$ cat config.mk
export PLATFORM = sky130hd
export DESIGN_NAME = hazard_stall_controller
export DESIGN_NICKNAME = d
export VERILOG_FILES = /design/src/rtl/hazard_pkg.sv /design/src/rtl/hazard_match.sv /design/src/rtl/hazard_stall_controller.sv
export SDC_FILE = /design/constraint.sdc
export NUM_CORES = 1
export LEC_CHECK = 0
export ABC_CLOCK_PERIOD_IN_PS = 3100
export BUFFER_PORTS_ARGS = -buffer_cell sky130_fd_sc_hd__buf_2
export CAP_MARGIN = 20
export CORE_MARGIN = 10
export CORE_UTILIZATION = 47
export DETAILED_ROUTE_END_ITERATION = 10
export PLACE_DENSITY = 0.86
export SLEW_MARGIN = 20
export SYNTH_ARGS = -nofsm -noshare
export SYNTH_HDL_FRONTEND = slang
export SYNTH_HIERARCHICAL = 1
export SYNTH_SLANG_ARGS = --single-unit
$ cat constraint.sdc
create_clock -name clk -period 3.1 [get_ports clk]
set_input_delay 0.62 -clock clk [delete_from_list [all_inputs] [get_ports clk]]
set_output_delay 0.62 -clock clk [all_outputs]
set_load 0.1 [all_outputs]
$ cat src/rtl/hazard_pkg.sv
// Shared types and constants for the pipeline hazard/stall controller.
package hazard_pkg;

  typedef enum logic [1:0] {
    ST_IDLE    = 2'd0,
    ST_WAIT    = 2'd1,
    ST_RELEASE = 2'd2
  } sram_state_e;

  localparam logic [4:0] REG_ZERO = 5'd0;
  localparam int         PERF_W   = 16;

  // Saturating increment used by the performance counters.
  function automatic logic [PERF_W-1:0] sat_inc(input logic [PERF_W-1:0] value,
                                                input logic              en);
    return (en && (value != '1)) ? value + 1'b1 : value;
  endfunction

endpackage

$ cat src/rtl/hazard_match.sv
// Compares the ID-stage source registers against one later stage's destination.
module hazard_match
  import hazard_pkg::*;
(
  input  logic [4:0] src1,
  input  logic [4:0] src2,
  input  logic [4:0] dest_src,
  input  logic       two_src,
  input  logic       uses_dest,
  input  logic [4:0] stage_dest,
  input  logic       stage_wb,
  output logic       match
);

  // A zero stage destination can never match, which also covers zero sources.
  assign match = stage_wb && (stage_dest != REG_ZERO) &&
                 ((src1 == stage_dest) ||
                  (two_src && (src2 == stage_dest)) ||
                  (uses_dest && (dest_src == stage_dest)));

endmodule

$ cat src/rtl/hazard_stall_controller.sv
// Pipeline advance/hold/bubble/flush control with the MEM-stage SRAM handshake.
// Optional performance counters are built when HAZARD_PERF_CNT_EN is defined.
module hazard_stall_controller
  import hazard_pkg::*;
#(
  parameter int unsigned SRAM_TIMEOUT = 15
) (
  input  logic              clk,
  input  logic              rst_n,
  input  logic              forward_en_cfg,
  input  logic [4:0]        id_src1,
  input  logic [4:0]        id_src2,
  input  logic [4:0]        id_reg_dest,
  input  logic              id_two_src,
  input  logic              id_is_store,
  input  logic              id_is_bne,
  input  logic [4:0]        exe_reg_dest,
  input  logic              exe_reg_wb,
  input  logic              exe_mem_read,
  input  logic [4:0]        mem_reg_dest,
  input  logic              mem_reg_wb,
  input  logic              mem_access,
  input  logic              sram_ready,
  input  logic              branch_taken,
  output logic              forward_en,
  output logic              pc_freeze,
  output logic              if_id_freeze,
  output logic              id_exe_bubble,
  output logic              exe_mem_freeze,
  output logic              mem_wb_freeze,
  output logic              if_id_flush,
  output logic              sram_req,
  output logic              mem_timeout,
  output logic [PERF_W-1:0] stall_cycles,
  output logic [PERF_W-1:0] flush_count
);

  localparam logic [8:0] TIMEOUT_LIM = 9'(SRAM_TIMEOUT);

  sram_state_e state, state_next;
  logic [7:0]  wait_cnt, wait_cnt_next;
  logic [8:0]  wait_cnt_inc;
  logic        timeout_set;
  logic        sram_freeze;
  logic        exe_match, mem_match;
  logic        hz;

  hazard_match u_match_exe (
    .src1       (id_src1),
    .src2       (id_src2),
    .dest_src   (id_reg_dest),
    .two_src    (id_two_src),
    .uses_dest  (id_is_store | id_is_bne),
    .stage_dest (exe_reg_dest),
    .stage_wb   (exe_reg_wb),
    .match      (exe_match)
  );

  hazard_match u_match_mem (
    .src1       (id_src1),
    .src2       (id_src2),
    .dest_src   (id_reg_dest),
    .two_src    (id_two_src),
    .uses_dest  (id_is_store | id_is_bne),
    .stage_dest (mem_reg_dest),
    .stage_wb   (mem_reg_wb),
    .match      (mem_match)
  );

  assign hz = forward_en_cfg ? (exe_match & exe_mem_read) : (exe_match | mem_match);

  assign wait_cnt_inc = {1'b0, wait_cnt} + 9'd1;

  always_comb begin
    // NOTE: every output gets a default first so no path leaves it unassigned (no latches).
    state_next    = state;
    wait_cnt_next = wait_cnt;
    sram_freeze   = 1'b0;
    timeout_set   = 1'b0;
    unique case (state)
      ST_IDLE: begin
        // Gating with rst_n keeps the request low while reset is held.
        if (rst_n && mem_access) begin
          sram_freeze   = 1'b1;
          wait_cnt_next = '0;
          state_next    = ST_WAIT;
        end
      end
      ST_WAIT: begin
        sram_freeze   = 1'b1;
        wait_cnt_next = wait_cnt_inc[7:0];
        if (sram_ready) begin
          state_next = ST_RELEASE;
        end else if (wait_cnt_inc == TIMEOUT_LIM) begin
          timeout_set = 1'b1;
          state_next  = ST_RELEASE;
        end
      end
      ST_RELEASE: state_next = ST_IDLE;
      default:    state_next = ST_IDLE;
    endcase
  end

  // NOTE: sequential state uses non-blocking assignments so all flops update together.
  always_ff @(posedge clk or negedge rst_n) begin
    if (!rst_n) begin
      state       <= ST_IDLE;
      wait_cnt    <= '0;
      mem_timeout <= 1'b0;
    end else begin
      state       <= state_next;
      wait_cnt    <= wait_cnt_next;
      mem_timeout <= mem_timeout | timeout_set;
    end
  end

  // The SRAM freeze wins over the hazard bubble; both block the branch flush.
  assign forward_en     = forward_en_cfg;
  assign sram_req       = sram_freeze;
  assign pc_freeze      = hz | sram_freeze;
  assign if_id_freeze   = hz | sram_freeze;
  assign id_exe_bubble  = hz & ~sram_freeze;
  assign exe_mem_freeze = sram_freeze;
  assign mem_wb_freeze  = sram_freeze;
  assign if_id_flush    = branch_taken & ~hz & ~sram_freeze;

`ifdef HAZARD_PERF_CNT_EN
  always_ff @(posedge clk or negedge rst_n) begin
    if (!rst_n) begin
      stall_cycles <= '0;
      flush_count  <= '0;
    end else begin
      stall_cycles <= sat_inc(stall_cycles,
                              pc_freeze | if_id_freeze | exe_mem_freeze | mem_wb_freeze);
      flush_count  <= sat_inc(flush_count, if_id_flush);
    end
  end
`else
  assign stall_cycles = '0;
  assign flush_count  = '0;
`endif

endmodule

### After elaboration in Yosys (flattened, before gate mapping)

Cells that the tools add are included.

| operators by class | value |
|---|---|
| add/subtract/negate cells | 1 |
| equal/unequal tests | 10 |
| mux-type cells | 12 |
| bitwise operators | 10 |
| reductions and logical operators | 19 |

Operators by type and width:

| cell | number |
|---|---|
| $eq A5 B5 Y1 | 6 |
| $pmux W8 S2 | 1 |
| $reduce_bool A5 Y1 | 2 |
| $add A8 B1 Y9 const B | 1 |
| $eq A9 B4 Y1 const B | 1 |
| $logic_and A1 B1 Y1 | 9 |
| $mux W8 | 1 |
| $mux W2 | 3 |
| $mux W1 | 5 |
| $and A1 B1 Y1 | 4 |
| $logic_or A1 B1 Y1 | 4 |
| $or A1 B1 Y1 | 4 |
| $pmux W2 S2 | 1 |
| $reduce_and A2 Y1 | 2 |
| $ne A3 B3 Y1 const B | 1 |
| $eq A2 B1 Y1 const B | 1 |
| $logic_not A2 Y1 | 1 |
| $ne A2 B2 Y1 const B | 1 |
| $not A1 Y1 | 2 |
| $pmux W1 S2 | 1 |
| $reduce_bool A2 Y1 | 1 |

| word-level totals | value |
|---|---|
| register bits | 11 |
| input bits | 37 |
| output and inout port bits | 41 |

### Longest topological paths before layout

| depth | value |
|---|---|
| word-level depth | 10 |
| depth in mapped cells | 8 |
| gate-level depth less buffers | 7 |

### Cells and area by module

The synthesis kept the hierarchy.

By module, submodules not included:

| module | times used | cells each | area each (µm²) | seq. area each (µm²) |
|---|---|---|---|---|
| hazard_stall_controller | 1 | 110 | 922.1 | 275.3 |
| hazard_match | 2 | 24 | 195.2 | 0.0 |

### Worst setup path before layout

No wires, ideal clock.

| path | value |
|---|---|
| path type | input-to-output |
| start | in mem_reg_dest[2] |
| end | out id_exe_bubble |
| arrival time | 2.753 ns |
| data required time | 2.480 ns |
| path slack | -0.273 ns |
| stages on the path | 7 |
| path through | xor2_1 -> nor4_2 -> nand3_1 -> a31oi_1 -> a21o_1 -> o21ai_0 -> nor2_1 |

| between the ends | value |
|---|---|
| cells in the longest elaborated chain, start to end | 8 |
| elaborated cells on any way between the ends | 13 |
| classes of those cells | eq/ne (3); mux (1); bitwise (2); reduce/logical (7) |

RTL lines:

| item | line | RTL |
|---|---|---|
| from (decl) | hazard_stall_controller.sv:20 | `input logic [4:0] mem_reg_dest,` |
| $eq A5 B5 Y1 | hazard_match.sv:18 | `(two_src && (src2 == stage_dest)) \|\|` |
| $logic_and A1 B1 Y1 | hazard_match.sv:18 |  |
| $logic_or A1 B1 Y1 | hazard_match.sv:17 | `((src1 == stage_dest) \|\|` |
| $logic_or A1 B1 Y1 | hazard_match.sv:18 |  |
| $logic_and A1 B1 Y1 (*) | hazard_match.sv:16 | `assign match = stage_wb && (stage_dest != REG_ZERO) &&` |
| named net mem_match | hazard_stall_controller.sv:45 | `logic exe_match, mem_match;` |
| $or A1 B1 Y1 (*) | hazard_stall_controller.sv:70 | `assign hz = forward_en_cfg ? (exe_match & exe_mem_read) : (exe_match \| mem_match);` |
| $mux W1 (*) | hazard_stall_controller.sv:70 |  |
| $and A1 B1 Y1 (*) | hazard_stall_controller.sv:122 | `assign id_exe_bubble = hz & ~sram_freeze;` |
| to (decl) | hazard_stall_controller.sv:28 | `output logic id_exe_bubble,` |

The timed path passes the listed nets; every way through them passes the cells marked *.

### Final worst setup path

| path | value |
|---|---|
| start | in mem_reg_dest[1] |
| end | out if_id_flush |

| between the ends | value |
|---|---|
| cells in the longest elaborated chain, start to end | 10 |
| elaborated cells on any way between the ends | 15 |
| classes of those cells | eq/ne (3); mux (1); bitwise (4); reduce/logical (7) |

RTL lines:

| item | line | RTL |
|---|---|---|
| $eq A5 B5 Y1 | hazard_match.sv:18 |  |
| $logic_and A1 B1 Y1 | hazard_match.sv:18 |  |
| $logic_or A1 B1 Y1 | hazard_match.sv:17 |  |
| $logic_or A1 B1 Y1 | hazard_match.sv:18 |  |
| $logic_and A1 B1 Y1 (*) | hazard_match.sv:16 |  |
| named net mem_match | hazard_stall_controller.sv:45 |  |
| $or A1 B1 Y1 (*) | hazard_stall_controller.sv:70 |  |
| $mux W1 (*) | hazard_stall_controller.sv:70 |  |
| $not A1 Y1 (*) | hazard_stall_controller.sv:125 | `assign if_id_flush = branch_taken & ~hz & ~sram_freeze;` |
| $and A1 B1 Y1 (*) (2 in series) | hazard_stall_controller.sv:125 |  |
| to (decl) | hazard_stall_controller.sv:31 | `output logic if_id_flush,` |

Marks and branches as above.

==> flow_metrics.tcl <==
set metrics [dict create \
    met1_length_um 1260 \
    drtAntennaViolNets 0 \
    cts_buffers 3 \
    postSynthCellCount 158 \
    die_w_um 72.8 \
    drv_slew 0 \
    initial_utilization 0.484 \
    r2r_end "state[0]$_DFFE_PN0P_" \
    dr_wl_met2_um 1530 \
    ys.warnings.count 6 \
    drtIter0Drc 80 \
    post_drt_wl_per_cell_um 13.2 \
    p_leak_nw 0.742 \
    cap_violations 0 \
    hold_path.class "in2async" \
    cts.sinks 11 \
    regArea_um2 275 \
    worstPathRequired_ns 2.48 \
    dp.final_hpwl_um 2760 \
    fin_crit_ns 2.89 \
    drt-total-wl_um 3060 \
    ctsHoldBuffers 0 \
    grt_max_degree 13 \
    routed_via_density 4.71 \
    cts-root-buf "clkbuf_4" \
    tritoncts "yes" \
    rsz0062_at_grt "no" \
    ys_seq_elements 11 \
    finalWeightedCongestion 0.933 \
    hold_viol_final 0 \
    highest_layer "met3" \
    postCtsSetupRepairBufs 0 \
    tns_ns 0 \
    nFillCells 262 \
    rows 19 \
    cts.path.max_buffers 2 \
    critPathKind "in2out" \
    run_status "complete, no violations" \
    ctsResizeCount 0 \
    multi_input_area_um2 856 \
    power_density_nw_per_um2 507 \
    synth.avg_cell_area_um2 8.31 \
    rrSetupSlack_ns 1.64 \
    overflow 0 \
    fin_crit_sh 0.933 \
    grt_pass1_vias 1169 \
    start_kind "input pin" \
    grt_pass1_wl_um 5000 \
    synthDistinctLibCells 33 \
    cts_max_level 1 \
    dieArea_um2 5310 \
    clk_latency_ns 0.27 \
    most-common-layout-cells "41 x buf_2, 32 x conb_1, 24 x xor2_1" \
    antenna_found_initial 0 \
    crit_path_end_kind "output pin" \
    irDropWorstVdd_mv 0.438 \
    dr_total_vias 1092 \
    drt_pre_antenna_iters 4 \
    fin_hold_ws_ns 0.273 \
    fmax_mhz 346 \
    cts.clk_slew.worst_paths_ns 0.07 \
    rr_startpoint "wait_cnt[0]$_DFFE_PN0P_" \
    finClkSkew_ns 0.00701 \
    diodes 0 \
    layout_commonest_cell "buf_2" \
    crit_fanout 4 \
    fin_nets 241 \
    grt_usage 0.111 \
    fp.dieH_um 72.8 \
    syn_area_um2 1310 \
    layout-drive-gt1-share 0.303 \
    dr_wl_met3_um 271 \
    io_pins 78 \
    area.growth.synth_to_final_pct 14.7 \
    port_buffers 45 \
    cp_data_arrival_time_ns 2.27 \
    r2r_cells 5 \
    drcViolationCount 0 \
    ys_seq_area_frac 0.210 \
    core_area_um2 2710 \
    setup_violations 0 \
]
[sequential cells by signal, summed over array words and instances (netlist names)]
name	flops
state	2
mem_timeout	1
wait_cnt	8
[metal layers]
layer	vias to the layer above	GRT usage
met5	-	0
met4	0	0.0127
met3	0	0.0340
met2	52	0.203
met1	489	0.126
li1	551	-
[worst max-delay path, stage by stage]
cell,delay (ns)
buf_2,0.13
or4_1,0.54
o21ai_1,0.15
a31oi_1,0.06
a21o_1,0.16
o21ai_0,0.16
and3_1,0.26
buf_12,0.18
[per-stage QoR]
| step | area, µm² | setup slack (ns) | std cells | power [W] | utilization |
|---|---|---|---|---|---|
| global route | 1510 | 0.0622 | 232 | 0.000813 | 0.555 |
| global placement | 1480 | 0.233 | 228 | 0.000663 | 0.546 |
| CTS | 1510 | 0.212 | 232 | 0.000768 | 0.555 |
| detailed placement | 1480 | 0.221 | 228 | 0.000668 | 0.546 |
| finish | 1510 | 0.207 | 232 | 0.000763 | 0.555 |
| floorplan | 1430 | 0.0505 | 189 | 0.000613 | - |
[cell families after synthesis]
kind of cell | count (synthesis) | synth area share
AND/OR/NAND/NOR | 47 | 0.207
flip-flops | 11 | 0.210
XOR/XNOR | 33 | 0.220
adder cells (fa/ha/maj) | 2 | 0.0191
buffers and inverters | 41 | 0.231
other | 1 | 0.00286
AO/OA/AOI/OAI | 23 | 0.111
[cell usage after synthesis]
cell,instances,area [µm²]
a21o_1,2,15.0
a21oi_1,1,5.00
a22o_1,1,8.76
a31oi_1,2,12.5
and2_1,1,6.26
and3_1,2,12.5
buf_2,1,5.00
buf_4,36,270
buf_6,1,11.3
clkinv_4,1,8.76
conb_1,1,3.75
dfrtp_1,11,275
ha_1,2,25.0
inv_1,2,7.51
nand2_1,11,41.3
nand2b_1,1,6.26
nand3_1,9,45.0
nand3_2,1,10.0
nor2_1,7,26.3
nor2b_1,1,6.26
nor3_1,4,20.0
nor4_2,4,50.1
nor4bb_1,2,20.0
o21a_1,1,7.51
o21ai_0,9,45.0
o21ai_1,2,10.0
o21ai_2,3,26.3
o31ai_1,2,15.0
or2_1,1,6.26
or2_2,1,6.26
or4_1,2,15.0
xnor2_1,9,78.8
xor2_1,24,210
[how the worst max path moves through the flow]
stage	slack [ns]	endpoint	from	cells after the start
after floorplan	0.05	if_id_flush	mem_reg_dest[1]	6
after global placement	0.23	if_id_flush	mem_reg_dest[1]	8
after detailed placement	0.22	if_id_flush	mem_reg_dest[1]	8
after CTS	0.21	if_id_flush	mem_reg_dest[1]	8
after global routing	0.06	if_id_flush	mem_reg_dest[2]	9
final	0.21	if_id_flush	mem_reg_dest[1]	8
[power by group]
group	switching, W	internal [W]
logic	0.000378	0.000104
clock network	0.0000459	0.0000498
registers	0.0000244	0.000161
total	0.000448	0.000315
[area by class of cell]
type | instances | share of cell area
Inverter | 3 | 0.0108
Clock buffer | 4 | 0.0175
Multi-Input combinational cell | 137 | 0.569
Timing Repair Buffer | 46 | 0.195
Tap cell | 31 | 0.0258
Sequential cell | 11 | 0.183
Power figures use the tool's default switching activity.
